$ cat src/rtl/udp_rx_demux.sv
// UDP receive stage: parses the 8-byte header, filters on destination port and
// forwards the length-framed payload through a single output register.
module udp_rx_demux #(
    parameter int                       NUM_PORTS      = 4,
    parameter logic [16*NUM_PORTS-1:0]  PORT_LIST      = {16'd5003, 16'd5002, 16'd5001, 16'd5000},
    parameter int                       DEST_W         = 2,
    parameter bit                       DROP_UNMATCHED = 1'b1
) (
    input  logic              clk,
    input  logic              reset,
    input  logic [7:0]        s_axis_tdata,
    input  logic              s_axis_tvalid,
    input  logic              s_axis_tlast,
    output logic              s_axis_tready,
    output logic [7:0]        m_axis_tdata,
    output logic              m_axis_tvalid,
    output logic              m_axis_tlast,
    output logic [DEST_W-1:0] m_axis_tdest,
    input  logic              m_axis_tready,
    output logic              hdr_valid,
    output logic [15:0]       hdr_src_port,
    output logic [15:0]       hdr_dst_port,
    output logic [15:0]       hdr_length,
    output logic [15:0]       hdr_checksum,
    output logic              hdr_match,
    output logic              err_len,
    output logic              err_drop
);

    // state   | meaning
    // HDR     | collecting header bytes 0-7
    // PAYLOAD | forwarding payload bytes, remain counts down to the last one
    // DROP    | discarding bytes until upstream tlast
    typedef enum logic [1:0] {HDR, PAYLOAD, DROP} state_t;

    state_t              state, state_n;
    logic [2:0]          byte_cnt;
    logic [55:0]         hdr_shift;
    logic [15:0]         remain, remain_n;
    logic [DEST_W-1:0]   cur_dest;
    logic [DEST_W-1:0]   match_idx;
    logic                match_hit;
    logic                s_fire;
    logic                hdr_load, beat_load, beat_last;
    logic                err_len_n, err_drop_n;
    logic [63:0]         hdr_full;
    logic [15:0]         len_now, dst_now;

    assign s_axis_tready = (state == PAYLOAD) ? (!m_axis_tvalid || m_axis_tready) : 1'b1;
    assign s_fire        = s_axis_tvalid && s_axis_tready;
    assign hdr_full      = {hdr_shift, s_axis_tdata};
    assign dst_now       = hdr_full[47:32];
    assign len_now       = hdr_full[31:16];
    assign beat_last     = (remain == 16'd1) || s_axis_tlast;

    // Descending scan so the lowest matching index wins.
    always_comb begin
        match_idx = '0;
        match_hit = 1'b0;
        for (int i = NUM_PORTS - 1; i >= 0; i--) begin
            if (dst_now == PORT_LIST[16*i +: 16]) begin
                match_idx = DEST_W'(i);
                match_hit = 1'b1;
            end
        end
    end

    always_comb begin
        state_n    = state;
        remain_n   = remain;
        hdr_load   = 1'b0;
        beat_load  = 1'b0;
        err_len_n  = 1'b0;
        err_drop_n = 1'b0;
        case (state)
            HDR: begin
                if (s_fire) begin
                    if (byte_cnt == 3'd7) begin
                        if (len_now < 16'd8) begin
                            err_len_n = 1'b1;
                            state_n   = s_axis_tlast ? HDR : DROP;
                        end else if (len_now > 16'd8 && s_axis_tlast) begin
                            err_len_n = 1'b1;
                        end else if (!match_hit && DROP_UNMATCHED) begin
                            err_drop_n = 1'b1;
                            state_n    = s_axis_tlast ? HDR : DROP;
                        end else begin
                            hdr_load = 1'b1;
                            remain_n = len_now - 16'd8;
                            if (len_now == 16'd8)
                                state_n = s_axis_tlast ? HDR : DROP;
                            else
                                state_n = PAYLOAD;
                        end
                    end else if (s_axis_tlast) begin
                        err_len_n = 1'b1;
                    end
                end
            end
            PAYLOAD: begin
                if (s_fire) begin
                    beat_load = 1'b1;
                    remain_n  = remain - 16'd1;
                    if (remain == 16'd1) begin
                        state_n = s_axis_tlast ? HDR : DROP;
                    end else if (s_axis_tlast) begin
                        err_len_n = 1'b1;
                        state_n   = HDR;
                    end
                end
            end
            DROP: begin
                if (s_fire && s_axis_tlast)
                    state_n = HDR;
            end
            default: state_n = HDR;
        endcase
    end

    always_ff @(posedge clk) begin
        if (reset) begin
            state         <= HDR;
            byte_cnt      <= '0;
            hdr_shift     <= '0;
            remain        <= '0;
            cur_dest      <= '0;
            m_axis_tdata  <= '0;
            m_axis_tvalid <= 1'b0;
            m_axis_tlast  <= 1'b0;
            m_axis_tdest  <= '0;
            hdr_valid     <= 1'b0;
            hdr_src_port  <= '0;
            hdr_dst_port  <= '0;
            hdr_length    <= '0;
            hdr_checksum  <= '0;
            hdr_match     <= 1'b0;
            err_len       <= 1'b0;
            err_drop      <= 1'b0;
        end else begin
            state     <= state_n;
            remain    <= remain_n;
            hdr_valid <= hdr_load;
            err_len   <= err_len_n;
            err_drop  <= err_drop_n;
            if (state == HDR && s_fire) begin
                hdr_shift <= {hdr_shift[47:0], s_axis_tdata};
                byte_cnt  <= s_axis_tlast ? 3'd0 : byte_cnt + 3'd1;
            end
            if (hdr_load) begin
                hdr_src_port <= hdr_full[63:48];
                hdr_dst_port <= dst_now;
                hdr_length   <= len_now;
                hdr_checksum <= hdr_full[15:0];
                hdr_match    <= match_hit;
                cur_dest     <= match_idx;
            end
            // Output register: drain first, a new beat in the same cycle overrides.
            if (m_axis_tvalid && m_axis_tready)
                m_axis_tvalid <= 1'b0;
            if (beat_load) begin
                m_axis_tvalid <= 1'b1;
                m_axis_tdata  <= s_axis_tdata;
                m_axis_tlast  <= beat_last;
                m_axis_tdest  <= cur_dest;
            end
        end
    end

endmodule

$ cat config.mk
export PLATFORM = sky130hd
export DESIGN_NAME = udp_rx_demux
export DESIGN_NICKNAME = d
export VERILOG_FILES = /design/src/rtl/udp_rx_demux.sv
export SDC_FILE = /design/constraint.sdc
export NUM_CORES = 1
export LEC_CHECK = 0
export ABC_AREA = 1
export BUFFER_PORTS_ARGS = -buffer_cell sky130_fd_sc_hd__buf_2
export CAP_MARGIN = 20
export CORE_UTILIZATION = 55
export CTS_CLUSTER_DIAMETER = 40
export CTS_CLUSTER_SIZE = 16
export DETAILED_ROUTE_END_ITERATION = 6
export GPL_TIMING_DRIVEN = 0
export PLACE_DENSITY = 0.77
export SYNTH_ARGS = -nofsm -noshare
export SYNTH_HDL_FRONTEND = slang
export SYNTH_SLANG_ARGS = --single-unit
$ cat constraint.sdc
create_clock -name clk -period 5.2 [get_ports clk]
set_clock_uncertainty 0.1 [all_clocks]
set_input_delay 0 -clock clk [delete_from_list [all_inputs] [get_ports clk]]
set_output_delay 0 -clock clk [all_outputs]
set_load 0.01 [all_outputs]
Yosys cells after proc, flatten, opt, wreduce, memory -nomap -nowiden:

Cells that the tools add are included.

* $add $sub $neg: 3
* mux-type cells: 48
* $lt $le $gt $ge: 2
* equal/unequal tests: 18
* reduce and logical (&&, ||, !) cells: 14
* shifts and indexed selects: 0
* divide/modulo/power cells: 0
* multipliers: 0
* bitwise operators: 3

Operator list (number)
* $mux W16: 6
* $eq A16 B13 Y1 const B: 4
* $pmux W16 S2: 1
* $mux W2: 15
* $mux W1: 23
* $eq A16 B1 Y1 const B: 1
* $eq A16 B4 Y1 const B: 1
* $gt A16 B4 Y1 const B: 1
* $lt A16 B4 Y1 const B: 1
* $sub A16 B1 Y16 const B: 1
* $sub A16 B4 Y16 const B: 1
* $ne A2 B2 Y1 const B: 7
* $reduce_and A7 Y1: 1
* $pmux W2 S3: 1
* $reduce_and A6 Y1: 1
* $reduce_or A6 Y1: 1
* $logic_and A1 B1 Y1: 5
* $reduce_bool A2 Y1: 2
* $add A3 B1 Y3 const B: 1
* $eq A3 B3 Y1 const B: 1
* $mux W3: 1
* $ne A3 B2 Y1 const B: 1
* $ne A3 B3 Y1 const B: 1
* $not A1 Y1: 3
* 6 further kinds: 7

* word-level logic and storage cells: 105
* memories kept: 0
* RAM bits: 0
* bits of input ports: 13
* flip-flop bits (word level): 159
* output and inout port bits: 81
* bits in latches: 0
* memory bits (read-only): 0

Depth between registers and ports, before layout:

Gate-level depths: netlist of run 1.

* word-level depth: 11
* mapped depth: 12
* gate-level depth less buffers: 12

Worst setup path before layout of run 1:

No wires, ideal clock.

* path kind: register to register
* start point: reg byte_cnt[0]
* end point: reg remain[13]
* slack: 3.351 ns
* period minus slack after synthesis: 1.849 ns
* path buffers: 1
* data arrival time: 1.634 ns
* library setup time: 0.115 ns
* stages on the path, launching flop included: 11
* required time: 4.985 ns
* path through: dfxtp_1 > ha_1 > ha_1 > inv_1 > nor3_1 > inv_1 > nand2_1 > clkbuf_1 > nand3_1 > nand2_1 > nor2_1

* word-level cells in the longest chain between the ends: 3

RTL lines
* start, declared: line 37 `logic [2:0] byte_cnt;`
* start signal, assigned: line 147 `byte_cnt <= s_axis_tlast ? 3'd0 : byte_cnt + 3'd1;`
* $eq A3 B3 Y1: line 78 `if (byte_cnt == 3'd7) begin`
* $ne A2 B2 Y1 (no line)
* $reduce_and A7 Y1 (no line)
* end signal, assigned: line 141 `remain <= remain_n;`
* end, declared: line 39 `logic [15:0] remain, remain_n;`

No other way between the ends.
A chain may end at the register's enable or synchronous reset.

Worst setup path after layout of run 1:

* start point: reg state[0]
* end point: reg remain[7]

* word-level cells in the longest chain between the ends: 5
* elaborated cells on any way between the ends: 13
* those cells by class: 7 x eq/ne; 2 x mux; 4 x reduce/logical

RTL lines
* start, declared: line 36 `state_t state, state_n;`
* start signal, assigned: line 140 `state <= state_n;`
* $eq A2 B1 Y1: line 49, 75
* $mux W1: line 49 `assign s_axis_tready = (state == PAYLOAD) ? (!m_axis_tvalid || m_axis_tready) : 1'b1;`
* $logic_and A1 B1 Y1: line 50 `assign s_fire = s_axis_tvalid && s_axis_tready;`
* $ne A2 B2 Y1 (no line)
* $reduce_and A7 Y1 (no line)

Several ways; a longest one is shown, not always the timed one.

==> results.toml, run 1 <==
[final_layout]
seq_area_sq_um = 3180
diodes = 0
fillers = 1037
syn2layout_area_growth_pct = 20.6
final_common_cell = "nor2_1"
layout_common_cells = "nor2_1, nand2_1, dfxtp_1"
fin_nets = 1147
multi_input_area_sq_um = 2940
drive_gt1_share_pct = 12.5

[logic_synthesis]
synth_fp_nets = 1024
synthAdderAreaFrac_pct = 0.918
synth.avg_cell_area_sq_um = 6.78
netlist-cell-type-count = 25
synthCells = 1006
synth-xor-area-share_pct = 0.771
ys_seq_area_share_pct = 46.7
netlist_area_sq_um = 6820
synth-compound-area-share_pct = 11.4
synth_area_leaders = "dfxtp_1, nor2_1, nand2_1, inv_1, o21ai_0"
ys_warn_count = 0
synth-simple-area-share_pct = 30.0
synthMuxAreaShare_pct = 0
synth.top_cell.area_share_pct = 46.7
synth_top_family_by_area = "simple AND/OR/NAND/NOR gates"
ys_ff_latch = 159
synth_largest_area_cell = "dfxtp_1"

[floorplanning]
die_w_microns = 113
ios = 94
floorplan.initialDensity_pct = 56.5
core_sq_um = 12100
die_height_microns = 113
rows = 40
die-area_sq_um = 12800

[timing]
worst_slew_pin_slew_ps = 758
rsz0062_at_grt = "no"
timing.final.crit_period_ps = 2380
max_freq_mhz = 419
hold_viol = 0
finalCritPeriodShare_pct = 45.9
final-setup-viol-count = 0
finalWorstSetupSlack_ps = 2820
slew_viol_final = 0
max_slew_margin_pct = 49.4
tns_ps = 0

[clock_tree]
clk_path_buf_depth = 2
hold_buffers = 12
numCtsBuffers = 17
cts_root_buf = "clkbuf_16"
worst_skew_pair.late_latency_ps = 430
ctsResizeCount = 0
cts_tree = "built"
htree_levels = 4
cts_setup_buffers = 0
clock_sinks = 159
clkTransAtPathRegs_ps = 60

[global_route]
grt_pass1_vias = 6125
grt_pass1_wl_microns = 29100
grt_max_degree = 17
antenna_found_initial = 0
grtUsageTotal_pct = 28.9
globalRoute.totalOverflow = 0

[outcome]
status = "finished clean"

[placed_design]
buffer_ports.inserted = 92
gp_congestion = 0.908
dp_hpwl_microns = 12200
pre_cts_ws_ps = 2850

[pwr]
cellLeakagePower_nw = 4.25
peakVddDrop_v = 0.000343
p_per_area_nw_per_um2 = 335

[drt]
num_vias = 6603
viasPerCell = 5.04
drc = 0
drt_iter0_drc = 453
first_pass_iters = 6
ant_nets = 0
wl_microns = 17600
post_drt_wl_per_cell_microns = 13.5

[critical_path]
cp_slowest_cell = "clkbuf_1"
arrival_ps = 2610
cp.required_ps = 5420
cpMostUsedCell = "nand2_1"
cp_max_fo = 10
path_class = "flop to flop"
max_stage_delay_ps = 460
critPathLaunchType = "flop"
crit_chain = "inv_1 -> nor2_1 -> clkbuf_1 -> nand2_1 -> nand2_1 -> clkbuf_1 -> nand3_1 -> nand2_1 -> nor2_1"
critPathCaptureType = "flop"

[min_path]
hp-class = "input pin to flop"

[job]
drv_cap = 0
==> state kept, by name (all words and copies together), names as in the netlist <==
register and cells:
err_drop 1, m_axis_tlast 1, hdr_checksum 16, state 2, m_axis_tdata 8, hdr_valid 1, remain 16, hdr_src_port 16
hdr_length 16, err_len 1, hdr_dst_port 16, hdr_shift 56, m_axis_tvalid 1, cur_dest 2, hdr_match 1, byte_cnt 3
m_axis_tdest 2
==> worst max-delay path, delay by kind of cell (launching register included) <==
family / cells / cell delay [ps]
buf+inv: 3 / 980
flops: 1 / 330
simple gates: 6 / 860
==> kinds of logic (layout without fill, tap and decap cells) <==
logic type | Yosys count | after routing
AOI/OAI and AO/OA | 151 | 151
xor gates and xnor gates | 6 | 6
adders and majority gates | 5 | 5
buffers and inverters | 174 | 310
DFF | 159 | 159
and+or+nand+nor | 511 | 511
==> synthesized netlist by cell type (all sizes together) <==
| cell type | instances |
|---|---|
| nor2 | 222 |
| nand2 | 210 |
| dfxtp | 159 |
| inv | 121 |
| o21ai | 78 |
| a21oi | 68 |
| nand3 | 62 |
| clkbuf | 36 |
| buf | 17 |
| nor3 | 7 |
| xor2 | 6 |
| ha | 5 |
| nand3b | 4 |
| nand4 | 3 |
| nor4 | 3 |
| a21boi | 1 |
| a22oi | 1 |
| o211a | 1 |
| o211ai | 1 |
| o31ai | 1 |
==> path summary, 6_finish.rpt <==
| kind | from | end | slack [ps] | cells past startpoint |
|---|---|---|---|---|
| worst max-delay path | state[0]$_SDFFE_PP0P_ | remain[7]$_SDFFE_PP0P_ | 2820 | 9 |
| worst min-delay path | s_axis_tdata[0] | hdr_shift[0]$_SDFFE_PP0P_ | 280 | 4 |
| worst max register to register | state[0]$_SDFFE_PP0P_ | remain[7]$_SDFFE_PP0P_ | 2820 | 9 |
| worst min register to register | hdr_dst_port[8]$_SDFFE_PP0P_ | hdr_dst_port[8]$_SDFFE_PP0P_ | 350 | 2 |
==> stage by stage <==
step / hold WS (ps) / total power, mW / std cells / instance area [sq um] / util (%)
2_1_floorplan: 34.9 / 1.42 / 1006 / 6820 / -
3_3_place_gp: 172 / 1.47 / 1266 / 7490 / 62.1
3_5_place_dp: 176 / 1.47 / 1266 / 7490 / 62.1
4_1_cts: 267 / 2.76 / 1310 / 8220 / 68.2
5_1_grt: 299 / 2.85 / 1310 / 8220 / 68.2
6_report: 285 / 2.75 / 1310 / 8220 / 68.2
==> power by group <==
| group | internal [mW] | switching, mW |
|---|---|---|
| clock network | 0.757 | 0.533 |
| logic | 0.0587 | 0.122 |
| registers | 1.25 | 0.0296 |
| total | 2.07 | 0.685 |
==> final cells by class <==
type	instances	share of cell area, %
Timing Repair Buffer	104	7.06
Buffer	53	2.95
Clock inverter	12	1.80
Clock buffer	20	5.68
Sequential cell	159	38.7
Multi-Input combinational cell	673	35.7
Tap cell	168	2.56
Inverter	121	5.52
==> per-layer routing <==
layer	GRT usage (%)	vias up	wire length (microns)
met3	7.39	35	1230
met5	0	-	0
met2	47.3	258	8150
met4	12.2	0	435
met1	36.1	2941	7820
li1	-	3369	-
Power figures use the tool's default switching activity.
==> inputs of run 2 (changes only) <==
Clock period 5.2 ns to 2.2 ns, I/O delays scaled along.
==> run 2 against run 1 <==
Net effect: core utilization increased by 0.40 points; final area rose by 0.59%; routed wire length decreased by 0.30%; clock-buffer cell count unchanged; combinational power rose by 140%; sequential share of layout area decreased by 0.21 points; register-to-register slack worse by 2700 ps; flip-flop and latch count unchanged; critical path depth rose by 2; clock power increased by 140%; critical endpoint is now hdr_length[7]$_SDFFE_PP0P_; largest cell class unchanged; largest power group unchanged; highest routed layer unchanged.
==> results.toml, run 2 (same netlist as run 1, synthesis figures left out) <==
[placed_design]
pre_cts_ws_ps = -149
dp_hpwl_microns = 12200
buffer_ports.inserted = 92
gp_congestion = 0.908

[global_route]
grtUsageTotal_pct = 28.9
grt_max_degree = 17
globalRoute.totalOverflow = 0
grt_pass1_vias = 6136
antenna_found_initial = 0
grt_pass1_wl_microns = 29200

[critical_path]
cp.required_ps = 2460
cp_max_fo = 10
critPathLaunchType = "flop"
critPathCaptureType = "flop"
path_class = "flop to flop"
arrival_ps = 2300

[clock_tree]
clk_path_buf_depth = 2
cts_tree = "built"
clock_sinks = 159
htree_levels = 4
clkTransAtPathRegs_ps = 60
numCtsBuffers = 17
cts_root_buf = "clkbuf_16"
worst_skew_pair.late_latency_ps = 430

[pwr]
p_per_area_nw_per_um2 = 787
peakVddDrop_v = 0.000819
cellLeakagePower_nw = 4.28
p_total_mw = 6.51

[timing]
max_slew_margin_pct = 56.5
slew_viol_final = 0
finalCritPeriodShare_pct = 92.6
worst_slew_pin_slew_ps = 652
whs_ps = 283
max_freq_mhz = 491
final-setup-viol-count = 0
tns_ps = 0
finalWorstSetupSlack_ps = 163
timing.final.crit_period_ps = 2040
hold_viol = 0

[final_layout]
layout_common_cells = "nor2_1, nand2_1, dfxtp_1"
fin_nets = 1149
largest_reg_flops = 56
final_common_cell = "nor2_1"
drive_gt1_share_pct = 13.9
largest_register = "hdr_shift"
diodes = 0
syn2layout_area_growth_pct = 21.3

[drt]
viasPerCell = 5.02
post_drt_wl_per_cell_microns = 13.4
wl_microns = 17600
drt_iter0_drc = 521
drc = 0
first_pass_iters = 5
ant_nets = 0
num_vias = 6589

[floorplanning]
die-area_sq_um = 12800
die_height_microns = 113
core_sq_um = 12100
ios = 94
rows = 40
floorplan.initialDensity_pct = 56.5
die_w_microns = 113

[outcome]
status = "finished clean"

[min_path]
hp-class = "input pin to flop"

[job]
drv_cap = 0
## run 2: cell count changes in the layout (fill, tap and decap cells not counted), sizes merged
cell	delta
buf	+3
clkbuf	-1
## run 2: power by group
part	leakage (nW)	switching (mW)	internal (mW)
Combinational	2.70	0.292	0.144
Sequential	1.29	0.0701	2.96
Clock	0.290	1.25	1.79
## run 2: cell type report
class | instances | area, sq um
fill | 1034 | 3790
sequential | 159 | 3180
multi-input combinational | 673 | 2960
timing repair buffer | 107 | 603
clock buffer | 20 | 467
inverter | 121 | 454
buffer | 52 | 245
tap | 168 | 210
clock inverter | 12 | 148
## run 2: stage by stage
step | utilization (%) | instance area, sq um | instances
finish | 68.6 | 8270 | 1312
global route | 68.6 | 8270 | 1312
CTS | 68.3 | 8240 | 1312
detailed placement | 62.1 | 7490 | 1266
global placement | 62.1 | 7490 | 1266
floorplan | - | 6820 | 1006
## run 2: path summary, 6_finish.rpt
path / cells after the start / end / start / slack [ps]
worst max register to register: 11 / hdr_length[7]$_SDFFE_PP0P_ / hdr_shift[14]$_SDFFE_PP0P_ / 160
worst min register to register: 2 / hdr_dst_port[8]$_SDFFE_PP0P_ / hdr_dst_port[8]$_SDFFE_PP0P_ / 350
worst max-delay path: 11 / hdr_length[7]$_SDFFE_PP0P_ / hdr_shift[14]$_SDFFE_PP0P_ / 160
worst min-delay path: 4 / hdr_shift[0]$_SDFFE_PP0P_ / s_axis_tdata[0] / 280
## run 2: repair_timing
| action | in CTS | in global routing |
|---|---|---|
| buffers inserted | 2 | 1 |
| setup endpoints to repair | 29 | 71 |
| hold buffers | 12 | 0 |
| gates resized for setup | 4 | 12 |
| pin swaps | 1 | 1 |
| hold endpoints to repair | 35 | 0 |
## run 2: metal layers
layer  global-route usage (%)  routed length, microns
met1                     36.2                    7810
met2                     47.3                    8120
met3                     7.39                    1190
met4                     12.2                     459
met5                        0                       0
## run 2: worst max-delay path, cell delays in order (launching register included)
cell      delay [ps]
dfxtp_1          320
inv_1            150
nand2_1          150
nor2_2           160
nand3_2          150
a21boi_2         210
nand3_2          130
buf_4            200
buf_2            180
nand2_1           70
nand2_1           50
nor2_1           110
==> inputs of run 3 (changes only) <==
Clock period 2.2 ns to 2.45 ns, I/O delays scaled along.
==> run 3 against run 2 <==
Net effect: sequential power is 10% lower; flip-flop and latch count stayed put; routed wire length is 0.43% higher; critical path type unchanged; first-iteration DRC count is 11% lower.
==> results.toml, run 3 (same netlist as run 1, synthesis figures left out) <==
[clock_tree]
cts_tree = "built"
cts_setup_buffers = 0
worst_skew_pair.late_latency_ps = 430
htree_levels = 4
clkTransAtPathRegs_ps = 60
clk_path_buf_depth = 2
numCtsBuffers = 17
cts_root_buf = "clkbuf_16"
clock_sinks = 159

[critical_path]
path_class = "flop to flop"
cpLargestDelayFamily = "simple AND/OR/NAND/NOR gates"
crit_buf_inv = 3
critPathCaptureType = "flop"
cp_slowest_cell = "dfxtp_1"
critPathLaunchType = "flop"
cp.required_ps = 2670
crit_chain = "ha_1 -> ha_1 -> inv_1 -> nor3_1 -> nand3_2 -> buf_6 -> buf_6 -> nor2_1 -> nor2_1"
cp_max_fo = 10
arrival_ps = 2500
max_stage_delay_ps = 370

[min_path]
hp-class = "input pin to flop"

[global_route]
grtUsageTotal_pct = 28.9
grt_pass1_wl_microns = 29100
antenna_found_initial = 0
globalRoute.totalOverflow = 0
grt_pass1_vias = 6125
grt_max_degree = 17

[final_layout]
syn2layout_area_growth_pct = 20.7
largest_register = "hdr_shift"
diodes = 0
fin_nets = 1147
largest_reg_flops = 56
layout_common_cells = "nor2_1, nand2_1, dfxtp_1"
drive_gt1_share_pct = 12.8
final_common_cell = "nor2_1"

[drt]
wl_met2_microns = 8070
num_vias = 6602
ant_nets = 0
wl_microns = 17700
topRoutingLayerUsed = "met4"
viasPerCell = 5.04
drt_iter0_drc = 462
first_pass_iters = 6
met1_length_microns = 7910
dr_wl_met3_microns = 1160
post_drt_wl_per_cell_microns = 13.5
drc = 0

[placed_design]
pre_cts_ws_ps = 101
gp_congestion = 0.908
buffer_ports.inserted = 92
dp_hpwl_microns = 12200

[floorplanning]
floorplan.initialDensity_pct = 56.5
die_height_microns = 113
die-area_sq_um = 12800
ios = 94
core_sq_um = 12100
rows = 40
die_w_microns = 113

[timing]
max_freq_mhz = 438
timing.final.crit_period_ps = 2280
rsz0062_at_grt = "no"
finalCritPeriodShare_pct = 93.2
max_slew_margin_pct = 49.4
tns_ps = 0
slew_viol_final = 0
final-setup-viol-count = 0
hold_viol = 0
worst_slew_pin_slew_ps = 759
finalWorstSetupSlack_ps = 167

[pwr]
cellLeakagePower_nw = 4.25
p_per_area_nw_per_um2 = 710
p_total_mw = 5.84
peakVddDrop_v = 0.000732

[outcome]
status = "finished clean"

[job]
drv_cap = 0
==> run 3: changes by cell type in the layout (fill, tap and decap cells not counted), sizes merged <==
cell / previous run / this run
clkbuf: 55 / 56
buf: 112 / 109
==> run 3: layout make-up <==
class,instances,area [sq um]
tap,168,210
inverter,121,454
buffer,53,245
clock buffer,20,467
multi-input combinational,673,2940
clock inverter,12,148
timing repair buffer,104,581
sequential,159,3180
fill,1036,3830
==> run 3: final timing paths <==
path / from / to / slack, ps / cells past startpoint
worst min-delay path: s_axis_tdata[0] / hdr_shift[0]$_SDFFE_PP0P_ / 280 / 4
worst max-delay path: byte_cnt[0]$_SDFFE_PP0P_ / hdr_length[7]$_SDFFE_PP0P_ / 170 / 9
worst max register to register: byte_cnt[0]$_SDFFE_PP0P_ / hdr_length[7]$_SDFFE_PP0P_ / 170 / 9
worst min register to register: hdr_dst_port[8]$_SDFFE_PP0P_ / hdr_dst_port[8]$_SDFFE_PP0P_ / 350 / 2
==> run 3: where the power goes <==
| group | internal, mW | total [mW] | switching [mW] | leakage, nW |
|---|---|---|---|---|
| Clock | 1.61 | 2.74 | 1.13 | 0.290 |
| Combinational | 0.125 | 0.385 | 0.260 | 2.67 |
| Sequential | 2.66 | 2.72 | 0.0622 | 1.29 |
| Total | 4.39 | 5.84 | 1.46 | 4.25 |
==> run 3: worst reg2reg max path, stage by stage, from the launching register on <==
cell     delay, ps
dfxtp_1        370
ha_1           170
ha_1           210
inv_1           70
nor3_1         360
nand3_2        310
buf_6          260
buf_6          140
nor2_1         130
nor2_1          70
==> run 3: routing by layer <==
metal	vias up	GRT usage [%]
met5	-	0
met4	0	12.2
met3	38	7.39
met2	238	47.3
met1	2956	36.1
li1	3370	-
==> run 3: repair_timing <==
action / CTS / global route
endpoints found under the setup margin: 0 / 19
gates resized for setup: 0 / 5
endpoints found under the hold margin: 35 / 0
hold buffers: 12 / 0
==> run 3: metrics by stage <==
stage	util, %	std cells	instance area, sq um	hold slack [ps]
2_1_floorplan	-	1006	6820	34.9
3_3_place_gp	62.1	1266	7490	172
3_5_place_dp	62.1	1266	7490	176
4_1_cts	68.2	1310	8220	267
5_1_grt	68.2	1310	8230	299
6_report	68.2	1310	8230	285
